### src/rtl/pc_pkg.sv
// Shared types and constants for the next-PC sequencer: FSM states, trap
// cause codes and PC geometry.
package pc_pkg;

  localparam int PC_W = 32;
  localparam logic [PC_W-1:0] PC_STEP = 32'd4;

  typedef enum logic [1:0] {
    BOOT = 2'd0,
    RUN  = 2'd1,
    TRAP = 2'd2
  } pc_state_e;

  typedef enum logic [1:0] {
    CAUSE_NONE     = 2'd0,
    CAUSE_EXT      = 2'd1,
    CAUSE_MISALIGN = 2'd2
  } cause_e;

  // Instruction fetch addresses must be word aligned.
  function automatic logic is_misaligned(input logic [PC_W-1:0] addr);
    return addr[1:0] != 2'b00;
  endfunction

endpackage

### src/rtl/pc_sequencer_if.sv
// Link between the sequencer and the pcreg program-counter register.
interface pc_sequencer_if;
  import pc_pkg::*;

  logic            pc_ena;
  logic [PC_W-1:0] pc_next;
  logic [PC_W-1:0] pc_cur;

  modport master (output pc_ena, output pc_next, input pc_cur);
  modport slave  (input pc_ena, input pc_next, output pc_cur);

endinterface

### src/rtl/pc_next_mux.sv
// Combinational next-PC priority select and branch/jump target alignment check.
module pc_next_mux
  import pc_pkg::*;
#(
  parameter logic [PC_W-1:0] TRAP_VEC = 32'h0000_0080
) (
  input  logic            trap_take,
  input  logic            eret_take,
  input  logic            jmp,
  input  logic [PC_W-1:0] jmp_target,
  input  logic            br_taken,
  input  logic [PC_W-1:0] br_target,
  input  logic [PC_W-1:0] pc_cur,
  input  logic [PC_W-1:0] epc,
  output logic [PC_W-1:0] pc_next,
  output logic            tgt_misalign
);

  // Only the target that would actually be selected is checked; jump outranks branch.
  always_comb begin
    tgt_misalign = 1'b0;
    if (jmp) begin
      tgt_misalign = is_misaligned(jmp_target);
    end else if (br_taken) begin
      tgt_misalign = is_misaligned(br_target);
    end else begin
      tgt_misalign = 1'b0;
    end
  end

  // Priority select; the sequential increment wraps silently at 2^32.
  always_comb begin
    pc_next = pc_cur + PC_STEP;
    if (trap_take) begin
      pc_next = TRAP_VEC;
    end else if (eret_take) begin
      pc_next = epc;
    end else if (jmp) begin
      pc_next = jmp_target;
    end else if (br_taken) begin
      pc_next = br_target;
    end else begin
      pc_next = pc_cur + PC_STEP;
    end
  end

endmodule

### src/rtl/pc_sequencer.sv
// Next-PC controller: boot/run/trap FSM, exception PC and cause registers,
// driving pcreg's enable and data input.
module pc_sequencer
  import pc_pkg::*;
#(
  parameter logic [PC_W-1:0] RESET_PC = 32'h0000_0000,
  parameter logic [PC_W-1:0] TRAP_VEC = 32'h0000_0080
) (
  input  logic                  clk,
  input  logic                  rst,
  input  logic                  stall,
  input  logic                  br_taken,
  input  logic [PC_W-1:0]       br_target,
  input  logic                  jmp,
  input  logic [PC_W-1:0]       jmp_target,
  input  logic                  exc,
  input  logic                  eret,
  pc_sequencer_if.master        pc_bus,
  output logic [PC_W-1:0]       epc,
  output logic [1:0]            cause,
  output logic                  in_trap
);

  pc_state_e       state_r, state_nxt_s;
  logic [PC_W-1:0] epc_r, epc_nxt_s;
  cause_e          cause_r, cause_nxt_s;
  logic            trap_take_s, eret_take_s, misalign_s;
  logic            pc_ena_s;
  logic [PC_W-1:0] mux_next_s, pc_next_s;

  // A trap may only be entered from RUN and overrides stall; eret respects stall.
  assign trap_take_s = (state_r == RUN) && (exc || misalign_s);
  assign eret_take_s = (state_r == TRAP) && eret && !stall;

  pc_next_mux #(
    .TRAP_VEC (TRAP_VEC)
  ) u_mux (
    .trap_take    (trap_take_s),
    .eret_take    (eret_take_s),
    .jmp          (jmp),
    .jmp_target   (jmp_target),
    .br_taken     (br_taken),
    .br_target    (br_target),
    .pc_cur       (pc_bus.pc_cur),
    .epc          (epc_r),
    .pc_next      (mux_next_s),
    .tgt_misalign (misalign_s)
  );

  // Next-state, trap bookkeeping and pcreg controls.
  always_comb begin
    state_nxt_s = state_r;
    epc_nxt_s   = epc_r;
    cause_nxt_s = cause_r;
    pc_ena_s    = 1'b0;
    pc_next_s   = RESET_PC;
    if (!rst) begin
      pc_ena_s  = 1'b0;
      pc_next_s = RESET_PC;
    end else begin
      case (state_r)
        BOOT: begin
          pc_ena_s    = 1'b1;
          pc_next_s   = RESET_PC;
          state_nxt_s = RUN;
        end
        RUN: begin
          pc_next_s = mux_next_s;
          if (trap_take_s) begin
            pc_ena_s    = 1'b1;
            epc_nxt_s   = pc_bus.pc_cur;
            cause_nxt_s = exc ? CAUSE_EXT : CAUSE_MISALIGN;
            state_nxt_s = TRAP;
          end else begin
            pc_ena_s = !stall;
          end
        end
        TRAP: begin
          pc_next_s = mux_next_s;
          if (stall) begin
            pc_ena_s = 1'b0;
          end else if (eret_take_s) begin
            pc_ena_s    = 1'b1;
            cause_nxt_s = CAUSE_NONE;
            state_nxt_s = RUN;
          end else if (misalign_s) begin
            // No nested traps: a bad target inside the handler just freezes the PC.
            pc_ena_s = 1'b0;
          end else begin
            pc_ena_s = 1'b1;
          end
        end
        default: begin
          pc_ena_s    = 1'b0;
          pc_next_s   = RESET_PC;
          state_nxt_s = BOOT;
        end
      endcase
    end
  end

  // State and trap registers with synchronous active-low reset.
  always_ff @(posedge clk) begin
    if (!rst) begin
      state_r <= BOOT;
      epc_r   <= 32'h0000_0000;
      cause_r <= CAUSE_NONE;
    end else begin
      state_r <= state_nxt_s;
      epc_r   <= epc_nxt_s;
      cause_r <= cause_nxt_s;
    end
  end

  assign pc_bus.pc_ena  = pc_ena_s;
  assign pc_bus.pc_next = pc_next_s;
  assign epc            = epc_r;
  assign cause          = cause_r;
  assign in_trap        = (state_r == TRAP);

endmodule
### src/flat_wrapper.sv
// flat-port wrapper written by rule: the top's interface ports become plain ports
module pc_sequencer_flat import pc_pkg::*;
#(
  parameter logic [PC_W-1:0] RESET_PC = 32'h0000_0000,
  parameter logic [PC_W-1:0] TRAP_VEC = 32'h0000_0080
)
  (clk, rst, stall, br_taken, br_target, jmp, jmp_target, exc, eret, epc, cause, in_trap, pc_bus_pc_ena, pc_bus_pc_next, pc_bus_pc_cur);
  pc_sequencer_if pc_bus_i ();
  input  logic clk;
  input  logic rst;
  input  logic stall;
  input  logic br_taken;
  input  logic [PC_W-1:0] br_target;
  input  logic jmp;
  input  logic [PC_W-1:0] jmp_target;
  input  logic exc;
  input  logic eret;
  output logic [PC_W-1:0] epc;
  output logic [1:0] cause;
  output logic in_trap;
  output wire logic [$bits(pc_bus_i.pc_ena)-1:0] pc_bus_pc_ena;
  output wire logic [$bits(pc_bus_i.pc_next)-1:0] pc_bus_pc_next;
  input wire logic [$bits(pc_bus_i.pc_cur)-1:0] pc_bus_pc_cur;
  assign pc_bus_pc_ena = pc_bus_i.pc_ena;
  assign pc_bus_pc_next = pc_bus_i.pc_next;
  assign pc_bus_i.pc_cur = pc_bus_pc_cur;
  pc_sequencer #(.RESET_PC(RESET_PC), .TRAP_VEC(TRAP_VEC)) u_core (.clk(clk), .rst(rst), .stall(stall), .br_taken(br_taken), .br_target(br_target), .jmp(jmp), .jmp_target(jmp_target), .exc(exc), .eret(eret), .pc_bus(pc_bus_i), .epc(epc), .cause(cause), .in_trap(in_trap));
endmodule
### config.mk
export PLATFORM = sky130hd
export DESIGN_NAME = pc_sequencer_flat
export DESIGN_NICKNAME = d
export VERILOG_FILES = /design/src/rtl/pc_pkg.sv /design/src/rtl/pc_sequencer_if.sv /design/src/rtl/pc_next_mux.sv /design/src/rtl/pc_sequencer.sv /design/src/flat_wrapper.sv
export SDC_FILE = /design/constraint.sdc
export NUM_CORES = 1
export LEC_CHECK = 0
export ABC_AREA = 1
export BUFFER_PORTS_ARGS = -buffer_cell sky130_fd_sc_hd__buf_4
export CAP_MARGIN = 20
export CORE_MARGIN = 8
export CORE_UTILIZATION = 46
export DETAILED_ROUTE_END_ITERATION = 8
export GPL_TIMING_DRIVEN = 0
export PLACE_DENSITY_LB_ADDON = 0.15
export SLEW_MARGIN = 0
export SYNTH_ARGS = -nofsm -noshare
export SYNTH_HDL_FRONTEND = slang
export SYNTH_SLANG_ARGS = --single-unit
export TNS_END_PERCENT = 5
### constraint.sdc
create_clock -name clk -period 2.2 [get_ports clk]
set_clock_uncertainty 0.2 [all_clocks]
set_input_delay 0.11 -clock clk [delete_from_list [all_inputs] [get_ports clk]]
set_output_delay 0.11 -clock clk [all_outputs]
set_load 0.005 [all_outputs]
# == Word level (Yosys, flattened, before mapping) ==
# Index checks and enable logic that the tools add are counted.
# op_classes
add_sub_neg,1
mul,0
div_mod_pow,0
n_lt_le_gt_ge,0
eq_ne,5
n_shift,0
n_mux,23
bitwise,0
n_reduce_logical,13
# ops
operator,n
$mux 32,6
$add 32x3->32 const B,1
$mux 2,7
$mux 1,7
$pmux 2 s3,1
$reduce_bool 2->1,3
$ne 2x1->1 const B,2
$pmux 2 s2,1
$reduce_and 4->1,1
$logic_and 1x1->1,3
$pmux 1 s3,1
$reduce_and 3->1,1
$eq 2x1->1 const B,1
$eq 2x2->1 const B,1
$logic_not 2->1,1
$ne 2x2->1 const B,1
$reduce_and 2->1,1
$reduce_or 2->1,1
$logic_not 1->1,1
$logic_or 1x1->1,1
# word_totals
register_bits,36
latch_bits,0
ramBits,0
romBits,0
out_inout_bits,68
word_cells,45
n_memories,0

# == Depth between registers and ports, before layout ==
# Gate-level depths: netlist of run 1.
# logic_depth
word_depth,8
ltp_mapped,12
mapped_depth_nobuf,11

# == By module ==
# Synthesis of run 1 repeated with hierarchy kept, for this count alone.
# unflattened
cells_unflattened,670
hier_area_um2,3674.8
# by_module_without_submodules
mod,n_inst,cells_per_inst,area_per_inst_um2
pc_next_mux,1,415,1968.1
pc_sequencer,1,255,1706.6

# == Worst setup path before layout of run 1 ==
# No wires, ideal clock.
# synth_path
path_kind,register -> output
start,reg u_core.state_r[0]
end,out pc_bus_pc_next[4]
arrival_time_ps,1521
required_ps,1890
slack_ps,369
stages_incl_launch_ff,8
path_buffers,1
cell_sequence,dfxtp_1 > inv_1 > ha_1 > nand3_1 > inv_1 > buf_2 > a21oi_1 > a211oi_1
# synth_between
elab_chain_cells,7
elab_cells_between_ends,10
# synth_lines
item,line_no,text
"start, declared",pc_sequencer.sv:24,"pc_state_e state_r, state_nxt_s;"
"start signal, assigned",pc_sequencer.sv:109,state_r <= state_nxt_s;
$eq 2x2->1 (*),--,
named net in_trap,flat_wrapper.sv:20,output logic in_trap;
$logic_and 1x1->1 (2 in a row),pc_sequencer.sv:33,assign eret_take_s = (state_r == TRAP) && eret && !stall;
$mux 32,pc_next_mux.sv:36,end else if (eret_take) begin
$mux 32,pc_next_mux.sv:34,if (trap_take) begin
$mux 32 (*),pc_sequencer.sv:61,case (state_r)
$mux 32 (*),pc_sequencer.sv:57,if (!rst) begin
"end, declared",flat_wrapper.sv:22,output wire logic [$bits(pc_bus_i.pc_next)-1:0] pc_bus_pc_next;
# Mark *: on every way through the listed nets, which the timed path passes. The rest lies on a longest branch.

# == Worst setup path after layout of run 1 ==
# layout_path
start,reg u_core.state_r[1]
end,out pc_bus_pc_next[30]
# layout_between
elab_chain_cells,7
elab_cells_between_ends,10
# layout_lines
item,line_no
$eq 2x2->1,"pc_sequencer.sv:33, pc_sequencer.sv:61"
$logic_and 1x1->1 (2 in a row),pc_sequencer.sv:33
$mux 32,pc_next_mux.sv:36
$mux 32,pc_next_mux.sv:34
$mux 32 (*),pc_sequencer.sv:61
$mux 32 (*),pc_sequencer.sv:57
# Mark *: on every way between the ends. The rest lies on a longest branch, timed or not.

==> flow_metrics.py, run 1 <==
metrics = {
    "outcome": {
        "status": "completed",
    },
    "setup_path": {
        "worstSetupStartpointType": "register",
        "endpoint_kind": "output pin",
        "worstReg2RegStart": "u_core.state_r[1]",
        "ff2ff_setup_slack_ns": 0.37,
        "arrival_ns": 1.89,
        "reg2reg_to": "u_core.epc[17]",
        "r2r_cells": 7,
        "crit_type": "register to output pin",
        "cp_max_fo": 10,
        "worstPathRequired_ns": 1.89,
    },
    "drt": {
        "drc": 0,
        "drtIter0Drc": 512,
        "drtPass1Iterations": 6,
        "avgViaCountPerCell": 5.66,
        "wl_per_cell_microns": 18.7,
        "dr_total_vias": 5013,
        "postRouteWirelength_mm": 16.6,
        "detail-route-antenna-nets": 0,
    },
    "power_and_ir_drop": {
        "p_switching_mw": 1.14,
        "p_clk_share_pct": 18.1,
        "ir_worst_vdd_uv": 392,
        "p_int_mw": 1.77,
        "swShare_pct": 39.2,
        "power_density_mw_per_mm2": 553,
        "static-leakage-power_nw": 2.42,
        "pwr-share-seq_pct": 31.0,
        "p_comb_share_pct": 50.8,
    },
    "cells_and_area": {
        "syn2layout_area_growth_pct": 61.4,
        "n_fill_cell": 513,
        "antenna_cells": 0,
        "multi_input_area_sq_mm": 0.00239,
        "regArea_sq_um": 728,
        "final_util_pct": 77.0,
        "postLayoutCellArea_sq_mm": 0.00526,
        "nets": 897,
        "drive_above_1_share_pct": 30.8,
    },
    "floorplanning": {
        "coreArea_sq_mm": 0.00683,
        "die-area_sq_mm": 0.0100,
        "start_util_pct": 47.7,
        "die_w_microns": 100,
        "rows": 30,
        "ios": 171,
        "die_h_microns": 100,
    },
    "synthesis": {
        "synthTopCellsByArea": "dfxtp_1 22%, nor2_1 16%, nand2_1 15%",
        "syn_inst": 575,
        "syn_nets": 683,
        "synth_top_area_share_pct": 22.1,
        "synth_area_sq_mm": 0.00326,
        "ys_ff_latch": 36,
        "syn_area_per_cell_sq_um": 5.67,
        "yosys_warnings": 0,
        "synthXorXnorAreaFrac_pct": 3.76,
        "synth_fa_ha_area_share_pct": 1.92,
        "post-synth-top-area-cell": "dfxtp_1",
        "seq_area_frac_synth_pct": 22.1,
        "synth_cell_type_count": 36,
        "yosys.area_share.simple_pct": 38.9,
        "synth_top_family_by_area": "simple AND/OR/NAND/NOR gates",
        "synth_compound_area_share_pct": 25.3,
        "synth_mux_area_share_pct": 0.307,
    },
    "placement": {
        "place.gp.congestion": 0.933,
        "dpl-instance-area_sq_mm": 0.00465,
        "dpl.hpwl_mm": 11.4,
        "io_buffers": 170,
        "place_ws_ns": -0.258,
    },
    "global_routing": {
        "grt_pass1_vias": 5033,
        "track_usage_pct": 30.6,
        "grt-ovfl-total": 0,
        "grt_pass1_wl_mm": 24.7,
        "antenna_found_initial": 0,
        "grt_max_degree": 11,
    },
    "clock_tree": {
        "h-tree-depth": 2,
        "cts.path.max_buffers": 2,
        "clk_latency_ns": 0.29,
        "clk_pin_slew_worst_paths_ns": 0.07,
        "cts_buffers": 5,
        "root_buffer": "clkbuf_8",
        "cts_tree": "built",
        "clock-sinks": 36,
    },
    "hold_path": {
        "hold_depth": 5,
        "hold_path.class": "input pin to register",
        "min-delay-start": "exc",
        "hold_end": "u_core.cause[0]",
    },
    "timing": {
        "layout_setup_ws_ns": 0.00411,
        "setup_violations": 0,
        "worst_pin_slew_ns": 0.640,
        "relSlewSlack_pct": 57.3,
        "fmax_mhz": 455,
        "rsz0062_at_grt": "true",
        "slew_viol_final": 0,
        "finalCritPeriodShare_pct": 99.8,
        "final_hold_viol_count": 0,
        "layout_min_cycle_time_ns": 2.20,
    },
    "flow_run": {
        "drv_cap": 0,
    },
}
-- synth_stat cells, drive strengths merged --
| cell | instances |
|---|---|
| a211oi | 1 |
| a21oi | 71 |
| a31oi | 1 |
| and2 | 1 |
| buf | 12 |
| clkbuf | 18 |
| dfxtp | 36 |
| ha | 5 |
| inv | 28 |
| mux2i | 1 |
| nand2 | 133 |
| nand3 | 21 |
| nand3b | 7 |
| nand4 | 2 |
| nor2 | 146 |
| nor3 | 1 |
| o211ai | 4 |
| o21ai | 70 |
| o21bai | 1 |
| o31ai | 1 |
| or2 | 1 |
| xnor2 | 8 |
| xor2 | 6 |
-- cell families after synthesis --
kind of cell / Yosys count
xor+xnor: 14
mux: 1
flops: 36
fa+ha+maj: 5
buf+inv: 58
simple gates: 312
compound gates: 149
-- power by group through the flow --
stage | clock (mW) | combinational (mW) | sequential [mW]
after floorplan | 0 | 0.617 | 0.890
after global placement | 0 | 1.24 | 0.889
after detailed placement | 0 | 1.27 | 0.896
after CTS | 0.530 | 1.36 | 0.886
after global routing | 0.552 | 1.59 | 0.914
final | 0.527 | 1.48 | 0.902
-- how the worst max path moves through the flow --
stage	from	end	slack (ns)	depth (start not counted)
final	u_core.state_r[1]	pc_bus_pc_next[30]	0.004	9
after global routing	u_core.state_r[0]	pc_bus_pc_next[4]	-0.05	8
after CTS	pc_bus_pc_cur[23]	pc_bus_pc_next[31]	0.002	13
after detailed placement	u_core.state_r[0]	pc_bus_pc_next[20]	-0.26	8
after global placement	u_core.state_r[0]	pc_bus_pc_next[20]	-0.12	8
after floorplan	u_core.state_r[0]	pc_bus_pc_next[4]	0.37	7
-- sequential cells by signal (all words and copies together) (netlist names) --
register / count
u_core.cause: 2
u_core.epc: 32
u_core.state_r: 2
-- area by class of cell --
| type | instances | area share [%] |
|---|---|---|
| Multi-Input combinational cell | 481 | 45.4 |
| Timing Repair Buffer | 207 | 31.1 |
| Sequential cell | 36 | 13.8 |
| Buffer | 30 | 3.40 |
| Tap cell | 96 | 2.28 |
| Inverter | 28 | 2.14 |
| Clock buffer | 7 | 1.83 |
-- layer usage --
metal  GRT usage (%)  vias to the layer above  routed length, microns
met1            34.0                     2208                    5990
met5               0                        -                       0
met2            52.8                      410                    7860
li1                -                     2301                       -
met4            15.7                        0                     816
met3            7.75                       94                    1910
-- placed cells by master, fill, tap and decap left out, drive strengths merged, types with 2 or more instances in the layout --
cell         netlist  routed
nand3b             7       7
xor2               6       6
nor2             146     146
clkbuf            18      23
dfxtp             36      36
inv               28      28
o21ai             70      70
nand3             21      21
nand2            133     133
nand4              2       2
dlygate4sd3        0      34
o211ai             4       4
buf               12     187
a21oi             71      71
xnor2              8       8
ha                 5       5
-- worst max-delay path, stage by stage (launching register included) --
cell	delay (ns)
dfxtp_4	0.38
inv_2	0.07
ha_4	0.31
nand2_4	0.07
nor2_4	0.12
buf_6	0.15
buf_12	0.15
o21ai_4	0.06
a21oi_2	0.14
buf_4	0.14
-- stage by stage --
| stage | hold slack, ns | setup TNS (ns) | cells | power [mW] |
|---|---|---|---|---|
| after floorplan | 0.0484 | 0 | 575 | 1.51 |
| after global placement | 0.174 | -2.12 | 841 | 2.13 |
| after detailed placement | 0.185 | -5.41 | 841 | 2.17 |
| after CTS | 0.0493 | 0 | 882 | 2.78 |
| after global routing | 0.103 | -0.182 | 885 | 3.05 |
| final | 0.0755 | 0 | 885 | 2.91 |
-- repair_timing --
| action | CTS | global route |
|---|---|---|
| gates resized for setup | 20 | 28 |
| setup endpoints to repair | 33 | 28 |
| gates cloned | 0 | 1 |
| hold endpoints to repair | 36 | 0 |
| pin swaps | 2 | 5 |
| hold buffers | 34 | 0 |
| buffers inserted | 0 | 2 |
(Power assumes the default switching activity.)
==> run 2: changes to the inputs <==
- CORE_ASPECT_RATIO: not set -> 0.8
- CORE_UTILIZATION: 46 -> 42
- clock period: 2.2 -> 1.9 ns (I/O delays scaled with it)
==> run 2 against run 1 <==
  * The flow now finishes with violations (negative setup slack)
  * Utilization down 5.2 points
  * Clock power is 14% higher
  * Hold slack got worse by 0.021 ns
  * Count of clock-buffer cells in the layout decreased by 2
  * Global-route usage down 2.2 points
  * Critical endpoint is now pc_bus_pc_next[28]
==> flow_metrics.py, run 2 (synthesis gave the netlist of run 1 again) <==
metrics = {
    "placement": {
        "dpl-instance-area_sq_mm": 0.00467,
        "place.gp.congestion": 0.939,
        "place_ws_ns": -0.448,
        "dpl.cell_count": 850,
        "dpl.hpwl_mm": 11.6,
        "io_buffers": 170,
    },
    "clock_tree": {
        "root_buffer": "clkbuf_8",
        "cts_buffers": 5,
        "clk_pin_slew_worst_paths_ns": 0.09,
        "clk_latency_ns": 0.30,
        "h-tree-depth": 2,
        "clock-sinks": 36,
        "cts_tree": "built",
        "cts.path.max_buffers": 2,
    },
    "power_and_ir_drop": {
        "pwr-share-seq_pct": 30.3,
        "ir_worst_vdd_uv": 463,
        "p_int_mw": 2.06,
        "power_density_mw_per_mm2": 637,
        "p_clk_share_pct": 17.6,
        "p_switching_mw": 1.35,
        "power_mw": 3.41,
        "static-leakage-power_nw": 2.47,
        "p_comb_share_pct": 52.0,
        "swShare_pct": 39.6,
    },
    "setup_path": {
        "endpoint_kind": "output pin",
        "crit_end": "pc_bus_pc_next[28]",
        "worstSetupStartpointType": "register",
        "reg2reg_to": "u_core.epc[28]",
        "cp_max_fo": 5,
        "worstReg2RegStart": "u_core.state_r[1]",
        "startpoint": "u_core.state_r[0]",
        "arrival_ns": 1.86,
        "r2r_cells": 7,
        "worstPathRequired_ns": 1.60,
        "ff2ff_setup_slack_ns": 0.14,
        "crit_type": "register to output pin",
    },
    "global_routing": {
        "grt_pass1_vias": 4887,
        "grt_pass1_wl_mm": 24.7,
        "grt-ovfl-total": 0,
        "track_usage_pct": 28.4,
        "grt_max_degree": 13,
        "antenna_found_initial": 0,
    },
    "cells_and_area": {
        "postLayoutCellArea_sq_mm": 0.00536,
        "layout_common_cells": "180 x buf_4, 141 x nor2_1, 128 x nand2_1",
        "antenna_cells": 0,
        "stdcell_count": 903,
        "final_common_cell": "buf_4",
        "largest_reg_flops": 32,
        "syn2layout_area_growth_pct": 64.4,
        "drive_above_1_share_pct": 30.7,
        "nets": 905,
    },
    "outcome": {
        "status": "complete, but fails checks",
        "violations": "negative setup slack",
    },
    "floorplanning": {
        "ios": 171,
        "coreArea_sq_mm": 0.00746,
        "die_h_microns": 94.8,
        "start_util_pct": 43.7,
        "die_w_microns": 114,
        "rows": 28,
        "die-area_sq_mm": 0.0108,
    },
    "timing": {
        "holdWs_ns": 0.0550,
        "finalCritPeriodShare_pct": 114,
        "relSlewSlack_pct": 52.6,
        "setup_violations": 33,
        "worst_pin_slew_ns": 0.711,
        "slew_viol_final": 0,
        "fmax_mhz": 463,
        "layout_min_cycle_time_ns": 2.16,
        "rsz0062_at_grt": "true",
        "final_hold_viol_count": 0,
        "layout_setup_ws_ns": -0.259,
    },
    "drt": {
        "avgViaCountPerCell": 5.34,
        "dr_total_vias": 4822,
        "drtIter0Drc": 340,
        "drc": 0,
        "drtPass1Iterations": 5,
        "postRouteWirelength_mm": 15.8,
        "detail-route-antenna-nets": 0,
        "wl_per_cell_microns": 17.5,
    },
    "flow_run": {
        "drv_cap": 0,
    },
    "hold_path": {
        "hold_depth": 5,
        "hold_path.class": "input pin to register",
    },
}
run 2: cell count changes in the layout (fill, tap and decap cells not counted), moves of 3 or more:
cell | previous run | this run
buf_4 | 175 | 180
nor2_1 | 135 | 141
nor2_2 | 9 | 4
o21ai_0 | 61 | 58
o21ai_1 | 1 | 4
run 2: area by class of cell:
class | count | area, sq um
Timing Repair Buffer | 215 | 1750
Inverter | 28 | 113
Sequential cell | 36 | 728
Clock inverter | 3 | 18.8
Tap cell | 105 | 131
Clock buffer | 5 | 68.8
Buffer | 30 | 193
Multi-Input combinational cell | 481 | 2350
Fill cell | 644 | 2110
run 2: worst min-delay path by stage:
| stage | from | to | slack [ns] |
|---|---|---|---|
| after CTS | exc | u_core.cause[0] | 0.03 |
| after detailed placement | pc_bus_pc_cur[0] | u_core.epc[0] | 0.17 |
| after floorplan | rst | u_core.epc[21] | 0.03 |
| final | exc | u_core.cause[0] | 0.06 |
| after global routing | exc | u_core.cause[0] | 0.08 |
| after global placement | pc_bus_pc_cur[1] | u_core.epc[1] | 0.16 |
run 2: through the flow:
| stage | utilization (%) | TNS, ns |
|---|---|---|
| 6_report | 71.8 | -6.51 |
| 5_1_grt | 71.8 | -9.08 |
| 4_1_cts | 71.3 | -5.09 |
| 3_5_place_dp | 62.5 | -10.47 |
| 3_3_place_gp | 62.5 | -9.95 |
| 2_1_floorplan | - | 0 |
run 2: layer usage:
metal	vias to the layer above	wire, microns	GRT usage [%]
li1	2324	-	-
met1	2187	6610	34.3
met2	270	7330	48.9
met3	41	1560	7.08
met4	0	321	8.40
met5	-	0	0
run 2: worst max-delay path: stages, from the launching register on:
cell     delay, ns
dfxtp_4       0.40
inv_4         0.06
ha_4          0.27
nand2_4       0.05
nor2_4        0.13
buf_6         0.13
buf_12        0.11
buf_12        0.11
o21ai_2       0.05
a21oi_2       0.11
buf_4         0.12
run 2: power by group through the flow:
stage | sequential [mW] | combinational, mW | clock [mW]
floorplan | 1.03 | 0.715 | 0
global placement | 1.03 | 1.46 | 0
detailed placement | 1.04 | 1.48 | 0
CTS | 1.03 | 1.71 | 0.595
global route | 1.05 | 1.93 | 0.626
finish | 1.03 | 1.77 | 0.601
run 2: what timing repair did:
| item | in CTS | in global routing |
|---|---|---|
| pin swaps | 5 | 5 |
| endpoints found under the hold margin | 35 | 0 |
| cloned | 2 | 0 |
| setup endpoints to repair | 33 | 33 |
| hold buffers | 34 | 0 |
| setup buffers | 8 | 1 |
| gates resized for setup | 35 | 9 |
